### src/rtl/mem_seq_pkg.sv
// Shared state encoding and request-size constants for the memory word sequencer.
package mem_seq_pkg;
  typedef enum logic [1:0] {
    IDLE = 2'd0,
    LO   = 2'd1,
    HI   = 2'd2,
    DONE = 2'd3
  } state_e;

  localparam logic SIZE_BYTE = 1'b0;
  localparam logic SIZE_WORD = 1'b1;
endpackage

### src/rtl/mem_wait_counter.sv
// Per-byte access length counter: counts from 0 and flags the final cycle of a byte access.
module mem_wait_counter #(
  parameter int unsigned WAIT_CYCLES = 0
) (
  input  logic clk,
  input  logic rst,
  input  logic clr,
  output logic at_lim
);
  localparam logic [3:0] LIM = 4'(WAIT_CYCLES);

  logic [3:0] cnt_q, cnt_d;

  always_comb cnt_d = clr ? 4'd0 : cnt_q + 4'd1;

  always_ff @(posedge clk or posedge rst)
    if (rst) cnt_q <= '0;
    else     cnt_q <= cnt_d;

  assign at_lim = (cnt_q == LIM);
endmodule

### src/rtl/mem_word_sequencer.sv
// Splits byte/word load-store requests into little-endian byte accesses on a byte-wide memory.
// Optional MISALIGN_ERR_EN: odd-address word requests complete immediately with err set.
module mem_word_sequencer
  import mem_seq_pkg::*;
#(
  parameter int unsigned ADDR_W      = 16,
  parameter int unsigned WAIT_CYCLES = 0
) (
  input  logic              clk,
  input  logic              rst,
  input  logic              req,
  input  logic              we,
  input  logic              size,
  input  logic [ADDR_W-1:0] addr,
  input  logic [15:0]       wdata,
  output logic              busy,
  output logic              done,
  output logic              err,
  output logic [15:0]       rdata,
  output logic [ADDR_W-1:0] mem_addr,
  output logic [7:0]        mem_din,
  output logic              mem_read,
  output logic              mem_write,
  input  logic [15:0]       mem_dout
);
  state_e            state_q, state_d;
  logic [ADDR_W-1:0] addr_q, addr_d;
  logic              we_q, we_d;
  logic              size_q, size_d;
  logic [15:0]       wdata_q, wdata_d;
  logic [15:0]       rdata_q, rdata_d;
  logic              access, at_lim, last;
  logic              unused_dout_hi;

  assign unused_dout_hi = ^mem_dout[15:8];

  assign access = (state_q == LO) || (state_q == HI);
  assign last   = access && at_lim;

  // Held clear outside accesses and cleared at the final cycle, so each byte restarts at 0.
  mem_wait_counter #(.WAIT_CYCLES(WAIT_CYCLES)) u_wait (
    .clk    (clk),
    .rst    (rst),
    .clr    (!access || at_lim),
    .at_lim (at_lim)
  );

`ifdef MISALIGN_ERR_EN
  logic err_q, err_d;
`endif

  always_comb begin
    state_d = state_q;
    addr_d  = addr_q;
    we_d    = we_q;
    size_d  = size_q;
    wdata_d = wdata_q;
    rdata_d = rdata_q;
`ifdef MISALIGN_ERR_EN
    err_d   = err_q;
`endif
    case (state_q)
      IDLE: if (req) begin
        addr_d  = addr;
        we_d    = we;
        size_d  = size;
        wdata_d = wdata;
        state_d = LO;
`ifdef MISALIGN_ERR_EN
        err_d   = (size == SIZE_WORD) && addr[0];
        if (err_d) state_d = DONE;
`endif
      end
      LO: if (last) begin
        if (!we_q) begin
          rdata_d[7:0] = mem_dout[7:0];
          if (size_q == SIZE_BYTE) rdata_d[15:8] = 8'h00;
        end
        state_d = (size_q == SIZE_WORD) ? HI : DONE;
      end
      HI: if (last) begin
        if (!we_q) rdata_d[15:8] = mem_dout[7:0];
        state_d = DONE;
      end
      DONE: state_d = IDLE;
    endcase
  end

  always_ff @(posedge clk or posedge rst)
    if (rst) begin
      state_q <= IDLE;
      addr_q  <= '0;
      we_q    <= 1'b0;
      size_q  <= 1'b0;
      wdata_q <= '0;
      rdata_q <= '0;
    end else begin
      state_q <= state_d;
      addr_q  <= addr_d;
      we_q    <= we_d;
      size_q  <= size_d;
      wdata_q <= wdata_d;
      rdata_q <= rdata_d;
    end

`ifdef MISALIGN_ERR_EN
  always_ff @(posedge clk or posedge rst)
    if (rst) err_q <= 1'b0;
    else     err_q <= err_d;
  assign err = done && err_q;
`else
  assign err = 1'b0;
`endif

  // Memory strobes decode only registered state so req/addr never reach the memory ports.
  always_comb begin
    mem_addr  = '0;
    mem_din   = 8'h00;
    mem_read  = 1'b0;
    mem_write = 1'b0;
    if (state_q == LO) begin
      mem_addr  = addr_q;
      mem_din   = wdata_q[7:0];
      mem_read  = !we_q;
      mem_write = we_q && at_lim;
    end else if (state_q == HI) begin
      mem_addr  = addr_q + {{(ADDR_W-1){1'b0}}, 1'b1};
      mem_din   = wdata_q[15:8];
      mem_read  = !we_q;
      mem_write = we_q && at_lim;
    end
  end

  assign busy  = (state_q != IDLE);
  assign done  = (state_q == DONE);
  assign rdata = rdata_q;
endmodule

### config.mk
export PLATFORM = sky130hd
export DESIGN_NAME = mem_word_sequencer
export DESIGN_NICKNAME = d
export VERILOG_FILES = /design/src/rtl/mem_seq_pkg.sv /design/src/rtl/mem_wait_counter.sv /design/src/rtl/mem_word_sequencer.sv
export SDC_FILE = /design/constraint.sdc
export NUM_CORES = 1
export LEC_CHECK = 0
export ABC_AREA = 0
export CORE_MARGIN = 1.5
export CORE_UTILIZATION = 50
export DETAILED_ROUTE_END_ITERATION = 6
export DONT_BUFFER_PORTS = 1
export SETUP_SLACK_MARGIN = 0.4
export SLEW_MARGIN = 20
export SYNTH_ARGS = -nofsm -noshare
export SYNTH_HDL_FRONTEND = slang
export SYNTH_HIERARCHICAL = 1
export SYNTH_SLANG_ARGS = --single-unit
### constraint.sdc
create_clock -name clk -period 2.8 [get_ports clk]
set_clock_uncertainty 0.2 [all_clocks]
set_input_delay 0.14 -clock clk [delete_from_list [all_inputs] [get_ports clk]]
set_output_delay 0.14 -clock clk [all_outputs]
set_load 0.01 [all_outputs]
[Word-level counts from Yosys, hierarchy flattened]
Index checks and enable logic that the tools add are counted.
Storage, ports and cells
  register bits after elaboration: 56
  output and inout bits: 45
  input bits: 53
  word-level logic and storage cells: 54
Operators by class
  reductions and logical operators: 14
  equal/unequal tests: 9
  bitwise gates (word level): 1
  add/sub/neg operators: 2
  mux-type cells: 20
Operators with widths (count)
  $mux W16: 4
  $mux W8: 5
  $add A16 B1 Y16 const B: 1
  $pmux W8 S2: 1
  $ne A2 B2 Y1 const B: 6
  $pmux W2 S4: 1
  $mux W2: 3
  $reduce_and A3 Y1: 2
  $reduce_and A6 Y1: 1
  $mux W1: 5
  $add A4 B1 Y4 const B: 1
  $eq A2 B2 Y1 const B: 2
  $logic_not A4 Y1: 1
  $mux W4: 1
  $reduce_bool A2 Y1: 2
  $eq A2 B1 Y1 const B: 1
  $logic_and A1 B1 Y1: 2
  $logic_not A1 Y1: 2
  $logic_not A2 Y1: 1
  $logic_or A1 B1 Y1: 2
  $reduce_and A2 Y1: 1
  $not A1 Y1: 1

[Logic depth before layout (Yosys ltp)]
Gate-level depths: netlist (run 1).
  depth after elaboration: 5
  depth in mapped cells: 8
  depth with buffers taken out: 7

[Cells and area by module]
Netlist (run 1), hierarchy kept.
Modules (own cells, without submodules)
  mem_word_sequencer: seq. area each 1301.2 um^2, cells an instance 247, instances 1, area an instance 2665.1 um^2
  mem_wait_counter: seq. area each 100.1 um^2, cells an instance 18, instances 1, area an instance 201.4 um^2

[Least setup slack after synthesis (run 1)]
OpenSTA, ideal clock, no wires.
  kind: register to register
  start point: register u_wait.cnt_q[0]
  end point: register rdata_q[1], in the netlist rdata[1]
  stages on the path, launching flop included: 7
  data required time: 2472 ps
  path buffers: 0
  clock period less this slack: 2018 ps
  setup slack: 782 ps
  arrival: 1691 ps
  library setup time: 128 ps
  cells stage by stage: dfrtp_1 > inv_1 > ha_1 > nor3b_1 > nor2b_1 > nand3_2 > mux2_1
On the way
  word-level cells in the longest chain between the ends: 3
Ends and longest elaborated chain
  from (decl): RTL line mem_wait_counter.sv:12  | logic [3:0] cnt_q, cnt_d;
  from (signal assigned): RTL line mem_wait_counter.sv:18  | else cnt_q <= cnt_d;
  $logic_not A4 Y1: RTL line mem_wait_counter.sv:20  | assign at_lim = (cnt_q == LIM);
  named net at_lim: RTL line mem_word_sequencer.sv:32  | logic access, at_lim, last;
  $logic_and A1 B1 Y1: RTL line mem_word_sequencer.sv:38  | assign last = access && at_lim;
  $reduce_and A3 Y1 (no source line)
  to (signal assigned): RTL line mem_word_sequencer.sv:103  | rdata_q <= rdata_d;
  to (decl): RTL line mem_word_sequencer.sv:31  | logic [15:0] rdata_q, rdata_d;
The timed path passes the listed nets, and every way through them passes these cells.
A chain may end at the register's enable or synchronous reset.

[Worst setup path after layout (run 1)]
  start point: register state_q[0]
  end point: output port mem_addr[14]
On the way
  word-level cells in the longest chain between the ends: 3
  elaborated cells between the ends (all ways): 4
  those cells by class: eq/ne (2); mux (2)
Ends and longest elaborated chain
  from (decl): RTL line mem_word_sequencer.sv:26  | state_e state_q, state_d;
  from (signal assigned): RTL line mem_word_sequencer.sv:98  | state_q <= state_d;
  $eq A2 B2 Y1: RTL line mem_word_sequencer.sv:126  | end else if (state_q == HI) begin
  $mux W16: RTL line mem_word_sequencer.sv:126
  $mux W16 *: RTL line mem_word_sequencer.sv:121  | if (state_q == LO) begin
  to (decl): RTL line mem_word_sequencer.sv:20  | output logic [ADDR_W-1:0] mem_addr,
Every way passes the cells marked *; elsewhere a longest branch is shown, timed or not.

==> flow_summary.toml, run 1 <==
[run_status]
run_status = "finished clean"

[final_layout]
syn_to_final_growth_pct = 25.8
finalCoreUtilization_pct = 65.5
finalNonFillerCells = 391
insertedDiodeCount = 0
final_net_count = 379
finalInstanceArea_mm2 = 0.00361
drive_gt1_share_pct = 20.7

[yosys]
yosys.cell_types.count = 39
ffs_w_async_s_r_synth_pct = 100
synth_warnings = 6
edff_count_synth = 0
synth_ff_type = "sky130_fd_sc_hd__dfrtp_1"
seq_area_frac_synth_pct = 48.9
syn_area_mm2 = 0.00287
ys_ff_latch = 56
postSynthAreaPerCell_um2 = 10.8
mappedNetlistNets = 326
postSynthCellCount = 265

[sta]
finalHoldViolCount = 0
totalNegativeSetupSlack_ns = 0
grt_setup_unrepaired = "false"
timing_max_transition_violations_final = 0
timing.final.crit_share_pct = 79.8
post-route-worst-setup-slack_ns = 0.564
max-slew-margin-rel_pct = 43.2
layout_min_cycle_time_ns = 2.24
setup-violations-final = 0
timing_worst_slew_pin_value_ns = 0.851
timing.fmax_mhz = 447

[floorplan]
row_count = 27
die_area_mm2 = 0.00620
core_mm2 = 0.00551
i_o_pin_cnt = 98
vertical_die_dimension_um = 78.7
die_width_um = 78.7
initial_utilization_pct = 52.1

[setup_path]
crit_path_max_incr_delay_ns = 0.43
worst-r2r-setup-slack_ns = 0.64
required_ns = 2.46
arrival_time_reported_for_the_critical_path_endpoint_ns = 1.90
path_delay_family = "simple AND/OR/NAND/NOR gates"
path_max_fanout = 10
crit_slowest_cell = "sky130_fd_sc_hd__dfrtp_1"
critPathKind = "reg -> out"
cp_num_buf_inv = 0
cp.depth = 5
setup_crit_end_kind = "output port"
rr_worst_depth = 7
crit_chain = "ha_2 -> nand4b_4 -> nor4_2 -> xnor2_1 -> nor2_1"
worstSetupStartpointType = "register"

[global_routing]
grt_pass1_wl_mm = 9.85
maximum_number_of_pins_on_one_net_before_global_route_repair = 41
first_global_vias = 2108
initial_antenna_violation_count = 0
sum_of_overflow_across_all_layers_after_global_routing = 0
grt_use_total_pct = 20.5

[power_and_ir_drop]
switching_share_pct = 41.2
pwr-share-seq_pct = 42.1
power_frac_comb_pct = 43.3
worst_vdd_ir_mv = 0.568
share_clk_of_total_power_pct = 14.6
p_int_mw = 2.21
net-switching-power_mw = 1.54
power.leakage_nw = 1.51
p_per_area_mw_per_mm2 = 1040

[place]
port_buffers = 0
place_congestion = 0.833
detailed_place.area_mm2 = 0.00298
preCtsSetupSlack_ns = 0.613
numPlacedInstances = 336
hpwl_after_detailed_placement_mm = 4.09

[cts]
clkSinkCount = 56
cts-root-buf = "sky130_fd_sc_hd__clkbuf_8"
cts-buffers-inserted = 5
clk_pin_slew_worst_paths_ns = 0.09
insertion_delay_ns = 0.30
clockBufferDepth = 2
cts_htree_levels = 2
cts_tree = "done"

[route]
drt_first_pass_iters = 4
routed-via-count = 2116
drc = 0
drt-wirelength-per-cell_um = 15.8
avgViaCountPerCell = 5.41
detail-route-antenna-nets = 0
route.final.wire_length_mm = 6.16
drt_iter0_markers = 60

[job]
maxCapViolCount = 0

[worst_hold_path]
min-delay-path-class = "in -> reg"
worstHoldPathCells = 3
[layer usage]
metal / up-vias / track usage [%] / wire, um
met5: - / 0 / 0
met4: 0 / 5.89 / 59
met3: 4 / 5.40 / 318
met2: 53 / 36.0 / 3120
met1: 1039 / 24.6 / 2660
li1: 1020 / - / -
[cell usage in the layout, fill, tap and decap left out, types with 2 or more instances in the layout]
cell type	instances
sky130_fd_sc_hd__o21ai_1	9
sky130_fd_sc_hd__ha_1	6
sky130_fd_sc_hd__nand2_1	41
sky130_fd_sc_hd__clkbuf_8	6
sky130_fd_sc_hd__nor2b_1	6
sky130_fd_sc_hd__inv_1	6
sky130_fd_sc_hd__buf_4	11
sky130_fd_sc_hd__dlygate4sd3_1	45
sky130_fd_sc_hd__a21oi_1	2
sky130_fd_sc_hd__a22o_1	2
sky130_fd_sc_hd__xnor2_1	9
sky130_fd_sc_hd__mux2_1	15
sky130_fd_sc_hd__nor2_1	13
sky130_fd_sc_hd__o211ai_1	2
sky130_fd_sc_hd__nand3_2	3
sky130_fd_sc_hd__mux2_2	27
sky130_fd_sc_hd__nand3_1	7
sky130_fd_sc_hd__o21ai_0	12
sky130_fd_sc_hd__nand4_1	3
sky130_fd_sc_hd__dfrtp_1	56
sky130_fd_sc_hd__nor4_2	3
sky130_fd_sc_hd__nand2b_1	3
sky130_fd_sc_hd__nor3b_1	2
sky130_fd_sc_hd__nor3_1	5
sky130_fd_sc_hd__inv_2	2
[final cells by class]
type                            instances  area, um2
Fill cell                             446       1900
Multi-Input combinational cell        191       1430
Sequential cell                        56       1400
Timing Repair Buffer                   56        533
Tap cell                               72       90.1
Clock buffer                            6       82.6
Clock inverter                          2       38.8
Inverter                                8       30.0
[power by group through the flow]
| stage | registers [mW] | logic [mW] | clock network (mW) |
|---|---|---|---|
| after global placement | 1.57 | 1.48 | 0 |
| after CTS | 1.57 | 1.60 | 0.573 |
| after global routing | 1.64 | 1.78 | 0.599 |
| after floorplan | 1.49 | 1.24 | 0 |
| final | 1.58 | 1.62 | 0.546 |
| after detailed placement | 1.58 | 1.51 | 0 |
[worst register-to-register path: cells and delay by family (launching register included)]
| kind | cells | cell delay (ns) |
|---|---|---|
| fa+ha+maj | 1 | 0.13 |
| flops | 1 | 0.43 |
| mux | 1 | 0.39 |
| simple gates | 3 | 0.68 |
| buf+inv | 2 | 0.23 |
[metrics by stage]
stage	hold slack (ns)	power, mW
floorplan	-0.294	2.73
global placement	-0.272	3.05
detailed placement	-0.268	3.10
CTS	0.139	3.74
global route	0.146	4.02
finish	0.153	3.75
[Yosys cell counts (2+ instances only)]
library cell	number	area, um2
sky130_fd_sc_hd__nor2_1	14	52.6
sky130_fd_sc_hd__nor3b_1	2	15.0
sky130_fd_sc_hd__mux2_2	27	304
sky130_fd_sc_hd__o21ai_0	12	60.1
sky130_fd_sc_hd__xnor2_1	9	78.8
sky130_fd_sc_hd__o21ai_1	9	45.0
sky130_fd_sc_hd__inv_1	8	30.0
sky130_fd_sc_hd__a22o_1	2	17.5
sky130_fd_sc_hd__nor2b_1	7	43.8
sky130_fd_sc_hd__o211ai_1	2	15.0
sky130_fd_sc_hd__nand4_1	3	18.8
sky130_fd_sc_hd__ha_1	8	100
sky130_fd_sc_hd__buf_2	5	25.0
sky130_fd_sc_hd__nand3_2	3	30.0
sky130_fd_sc_hd__nor3_1	5	25.0
sky130_fd_sc_hd__nor4_2	4	50.1
sky130_fd_sc_hd__mux2_1	15	169
sky130_fd_sc_hd__nand2b_1	3	18.8
sky130_fd_sc_hd__nand3_1	7	35.0
sky130_fd_sc_hd__nand2_1	41	154
sky130_fd_sc_hd__a21oi_1	3	15.0
sky130_fd_sc_hd__clkbuf_1	4	15.0
sky130_fd_sc_hd__dfrtp_1	56	1400
[registers in the layout (all words and copies together) (netlist names)]
name and flops:
addr_q 16, rdata 16, wdata_q 16, u_wait/cnt_q 4, state_q 2, size_q 1, we_q 1
[cells by family (layout without fill, tap and decap cells)]
family	Yosys count	after routing	synth area share, %
xor gates and xnor gates	9	9	2.75
other	1	1	0.131
buffers and inverters	19	72	2.84
AOI/OAI and AO/OA	33	33	6.81
DFF	56	56	48.9
adders and majority gates	8	8	3.49
muxes	44	44	17.4
and+or+nand+nor	95	96	17.7
[final timing paths]
kind | start | to
max | state_q[0] | mem_addr[14]
min | req | we_q
max reg2reg | u_wait/cnt_q[0] | rdata[2]
min reg2reg | wdata_q[2] | wdata_q[2]
max in group asynchronous | rst | rdata[13]
min in group asynchronous | rst | we_q
[timing repair]
action	CTS	global route
hold buffers	45	0
gates cloned	1	0
buffers inserted	0	1
resized for setup	4	4
hold endpoints to repair	94	0
setup endpoints to repair	5	16
(Power assumes the default switching activity.)
==> run 2, diff against run 1 <==
--- a/config.mk
+++ b/config.mk
@@ -5,11 +5,12 @@
 export SDC_FILE = /design/constraint.sdc
 export NUM_CORES = 1
 export LEC_CHECK = 0
-export ABC_AREA = 0
+export ABC_AREA = 1
 export CORE_MARGIN = 1.5
 export CORE_UTILIZATION = 50
 export DETAILED_ROUTE_END_ITERATION = 6
 export DONT_BUFFER_PORTS = 1
+export PLACE_DENSITY = 0.68
 export SETUP_SLACK_MARGIN = 0.4
 export SLEW_MARGIN = 20
 export SYNTH_ARGS = -nofsm -noshare
==> constraint.sdc (replaced) <==
create_clock -name clk -period 1.8 [get_ports clk]
set_clock_uncertainty 0.2 [all_clocks]
set_input_delay 0.09 -clock clk [delete_from_list [all_inputs] [get_ports clk]]
set_output_delay 0.09 -clock clk [all_outputs]
set_load 0.01 [all_outputs]
==> run 2 against run 1 <==
Compared with the run above: the flow now finishes with violations (negative setup slack); sequential share of layout area down 10 points; core utilization up 22 points; clock power up 35%; largest cell class unchanged; highest routed layer unchanged.
==> flow_summary.toml, run 2 <==
[setup_path]
crit_path_max_incr_delay_ns = 0.46
path_max_fanout = 5
crit_chain = "ha_4 -> inv_6 -> buf_4 -> buf_4 -> nand4_1 -> a21oi_1 -> buf_4"
crit_slowest_cell = "sky130_fd_sc_hd__dfrtp_2"
arrival_time_reported_for_the_critical_path_endpoint_ns = 1.76
required_ns = 1.51
worstSetupStartpointType = "register"
setup_crit_end_kind = "output port"
path_delay_family = "buffers and inverters"
critPathMostFrequentCell = "sky130_fd_sc_hd__buf_4"
critPathKind = "reg -> out"
cp_num_buf_inv = 4

[yosys]
synth.mux.area_fraction_pct = 6.51
synth_top_area_share_pct = 47.6
postSynthCellCount = 363
synth.most_common_cell = "sky130_fd_sc_hd__nand2_1"
ys_ff_latch = 56
yosysTopAreaCell = "sky130_fd_sc_hd__dfrtp_1"
post_synth_xor_area_fraction_pct = 0.298
postSynthAreaPerCell_um2 = 8.11
post_synth_main_area_contributors = "sky130_fd_sc_hd__dfrtp_1 48%, sky130_fd_sc_hd__nand2_1 8.5%, sky130_fd_sc_hd__nor2_1 7.0%"
seq_area_frac_synth_pct = 47.6
share_of_the_synthesized_area_in_compound_gates_ao_oa_aoi_oai_pct = 11.4
largest_family_of_logic_cells_by_synthesized_area = "simple AND/OR/NAND/NOR gates"
yosys.cell_types.count = 28
mappedNetlistNets = 424
yosys.area_share.adder_pct = 3.40
ffs_w_async_s_r_synth_pct = 100
syn_area_mm2 = 0.00294
post_synth_most_frequent_cells = "67 x sky130_fd_sc_hd__nand2_1, 56 x sky130_fd_sc_hd__dfrtp_1, 55 x sky130_fd_sc_hd__nor2_1"
synth_warnings = 6
synth_ff_type = "sky130_fd_sc_hd__dfrtp_1"
edff_count_synth = 0
synthSimpleGateAreaFrac_pct = 21.9

[place]
detailed_place.area_mm2 = 0.00333
hpwl_after_detailed_placement_mm = 5.00
place_congestion = 0.840
port_buffers = 0
preCtsSetupSlack_ns = 0.0293

[sta]
timing.final.crit_share_pct = 114
grt_setup_unrepaired = "true"
setup-violations-final = 55
timing.fmax_mhz = 488
layout_min_cycle_time_ns = 2.05
timing_worst_slew_pin_value_ns = 0.934
timing_max_transition_violations_final = 0
max-slew-margin-rel_pct = 37.6
post-route-worst-setup-slack_ns = -0.248
finalHoldViolCount = 0

[final_layout]
finalCoreUtilization_pct = 88.0
insertedDiodeCount = 0
layout.cells.most_common = "sky130_fd_sc_hd__dfrtp_1"
syn_to_final_growth_pct = 67.6
final_net_count = 525
drive_gt1_share_pct = 45.6
finalInstanceArea_mm2 = 0.00493
layout.cells.most_common_list = "52 x sky130_fd_sc_hd__dfrtp_1, 50 x sky130_fd_sc_hd__nand2_1, 45 x sky130_fd_sc_hd__dlygate4sd3_1, 43 x sky130_fd_sc_hd__inv_1, 33 x sky130_fd_sc_hd__buf_4"

[cts]
cts_htree_levels = 2
clkSinkCount = 56
clockBufferDepth = 2
clk_pin_slew_worst_paths_ns = 0.12
cts-buffers-inserted = 5
cts_tree = "done"
insertion_delay_ns = 0.31
cts-root-buf = "sky130_fd_sc_hd__clkbuf_8"

[route]
detail-route-antenna-nets = 0
routed-via-count = 3169
route.final.wire_length_mm = 11.2
drt_first_pass_iters = 5
avgViaCountPerCell = 5.90
drt-wirelength-per-cell_um = 20.8
drc = 0
drt_iter0_markers = 270

[power_and_ir_drop]
worst_vdd_ir_mv = 1.05
p_per_area_mw_per_mm2 = 1860
power.leakage_nw = 2.24

[floorplan]
initial_utilization_pct = 52.5
i_o_pin_cnt = 98
die_area_mm2 = 0.00635
die_width_um = 79.7
vertical_die_dimension_um = 79.7
row_count = 27
core_mm2 = 0.00561

[worst_hold_path]
min-delay-path-class = "in -> async"

[global_routing]
grt_use_total_pct = 30.7
first_global_vias = 3074
sum_of_overflow_across_all_layers_after_global_routing = 0
grt_pass1_wl_mm = 14.8
maximum_number_of_pins_on_one_net_before_global_route_repair = 26
initial_antenna_violation_count = 0

[run_status]
run_status = "finished with violations"
violations_in_the_final_reports = "negative setup slack"

[job]
maxCapViolCount = 0
-- run 2: cell count changes after synthesis, moves of 4 or more --
cell / before / now
sky130_fd_sc_hd__inv_1: 8 / 53
sky130_fd_sc_hd__nor2_1: 14 / 55
sky130_fd_sc_hd__a21oi_1: 3 / 34
sky130_fd_sc_hd__nand2_1: 41 / 67
sky130_fd_sc_hd__mux2_1: 15 / 0
sky130_fd_sc_hd__mux2_2: 27 / 17
sky130_fd_sc_hd__o21ai_0: 12 / 22
sky130_fd_sc_hd__o21ai_1: 9 / 0
sky130_fd_sc_hd__xnor2_1: 9 / 0
sky130_fd_sc_hd__nand3_1: 7 / 14
sky130_fd_sc_hd__nor2b_1: 7 / 0
sky130_fd_sc_hd__o22ai_1: 0 / 6
sky130_fd_sc_hd__nor4_2: 4 / 0
-- run 2: path summary, 6_finish.rpt --
path,from,to,slack (ns),cells after the start
setup reg to reg,state_q[1],rdata[9],-0.14,10
hold reg to reg,u_wait/cnt_q[0],u_wait/cnt_q[0],0.34,2
hold / removal,rst,addr_q[9],0.13,2
max in group asynchronous,rst,wdata_q[13],0.66,3
setup / recovery,state_q[0],mem_addr[10],-0.25,7
min in group clk,addr[12],addr_q[12],0.25,2
-- run 2: per-layer routing --
| metal | share of wire (%) | up-vias | GRT usage [%] |
|---|---|---|---|
| li1 | - | 1364 | - |
| met1 | 35 | 1524 | 34.0 |
| met2 | 51 | 214 | 56.1 |
| met3 | 8.2 | 67 | 7.77 |
| met4 | 5.7 | 0 | 11.8 |
| met5 | 0 | - | 0 |
-- run 2: power by group --
part	switching (mW)	internal, mW
Sequential	0.539	1.78
Clock	0.460	0.278
Combinational	3.46	2.63
Total	4.46	4.69
-- run 2: cell families (layout without fill, tap and decap cells) --
logic type      Yosys count  count (layout)
flops                    56              56
compound gates           64              65
fa+ha+maj                 8               8
buf+inv                  65             163
xor+xnor                  1               1
simple gates            151             154
other cells               1               1
mux                      17              17
-- run 2: stage by stage --
stage	cells	setup TNS [ns]	hold WS, ns	power, mW
2_1_floorplan	363	0	-0.344	4.74
3_3_place_gp	448	0	-0.325	5.56
3_5_place_dp	448	0	-0.324	5.66
4_1_cts	530	-2.20	0.136	8.16
5_1_grt	537	-7.97	0.163	9.55
6_report	537	-5.21	0.125	9.15
-- run 2: what timing repair did --
action,in CTS,in global routing
setup buffers,22,7
gates cloned,7,0
pin swaps,37,23
setup endpoints to repair,82,84
hold buffers,45,0
endpoints found under the hold margin,108,0
gates resized for setup,127,64
-- run 2: layout make-up --
cell class              count  area (um2)
clock buffers               5        68.8
clock inverters             3        21.3
fillers                   252         674
inverters                  54         219
multi-input cells         246        2070
flip-flops and latches     56        1410
well taps                  72        90.1
repair buffers            101        1060
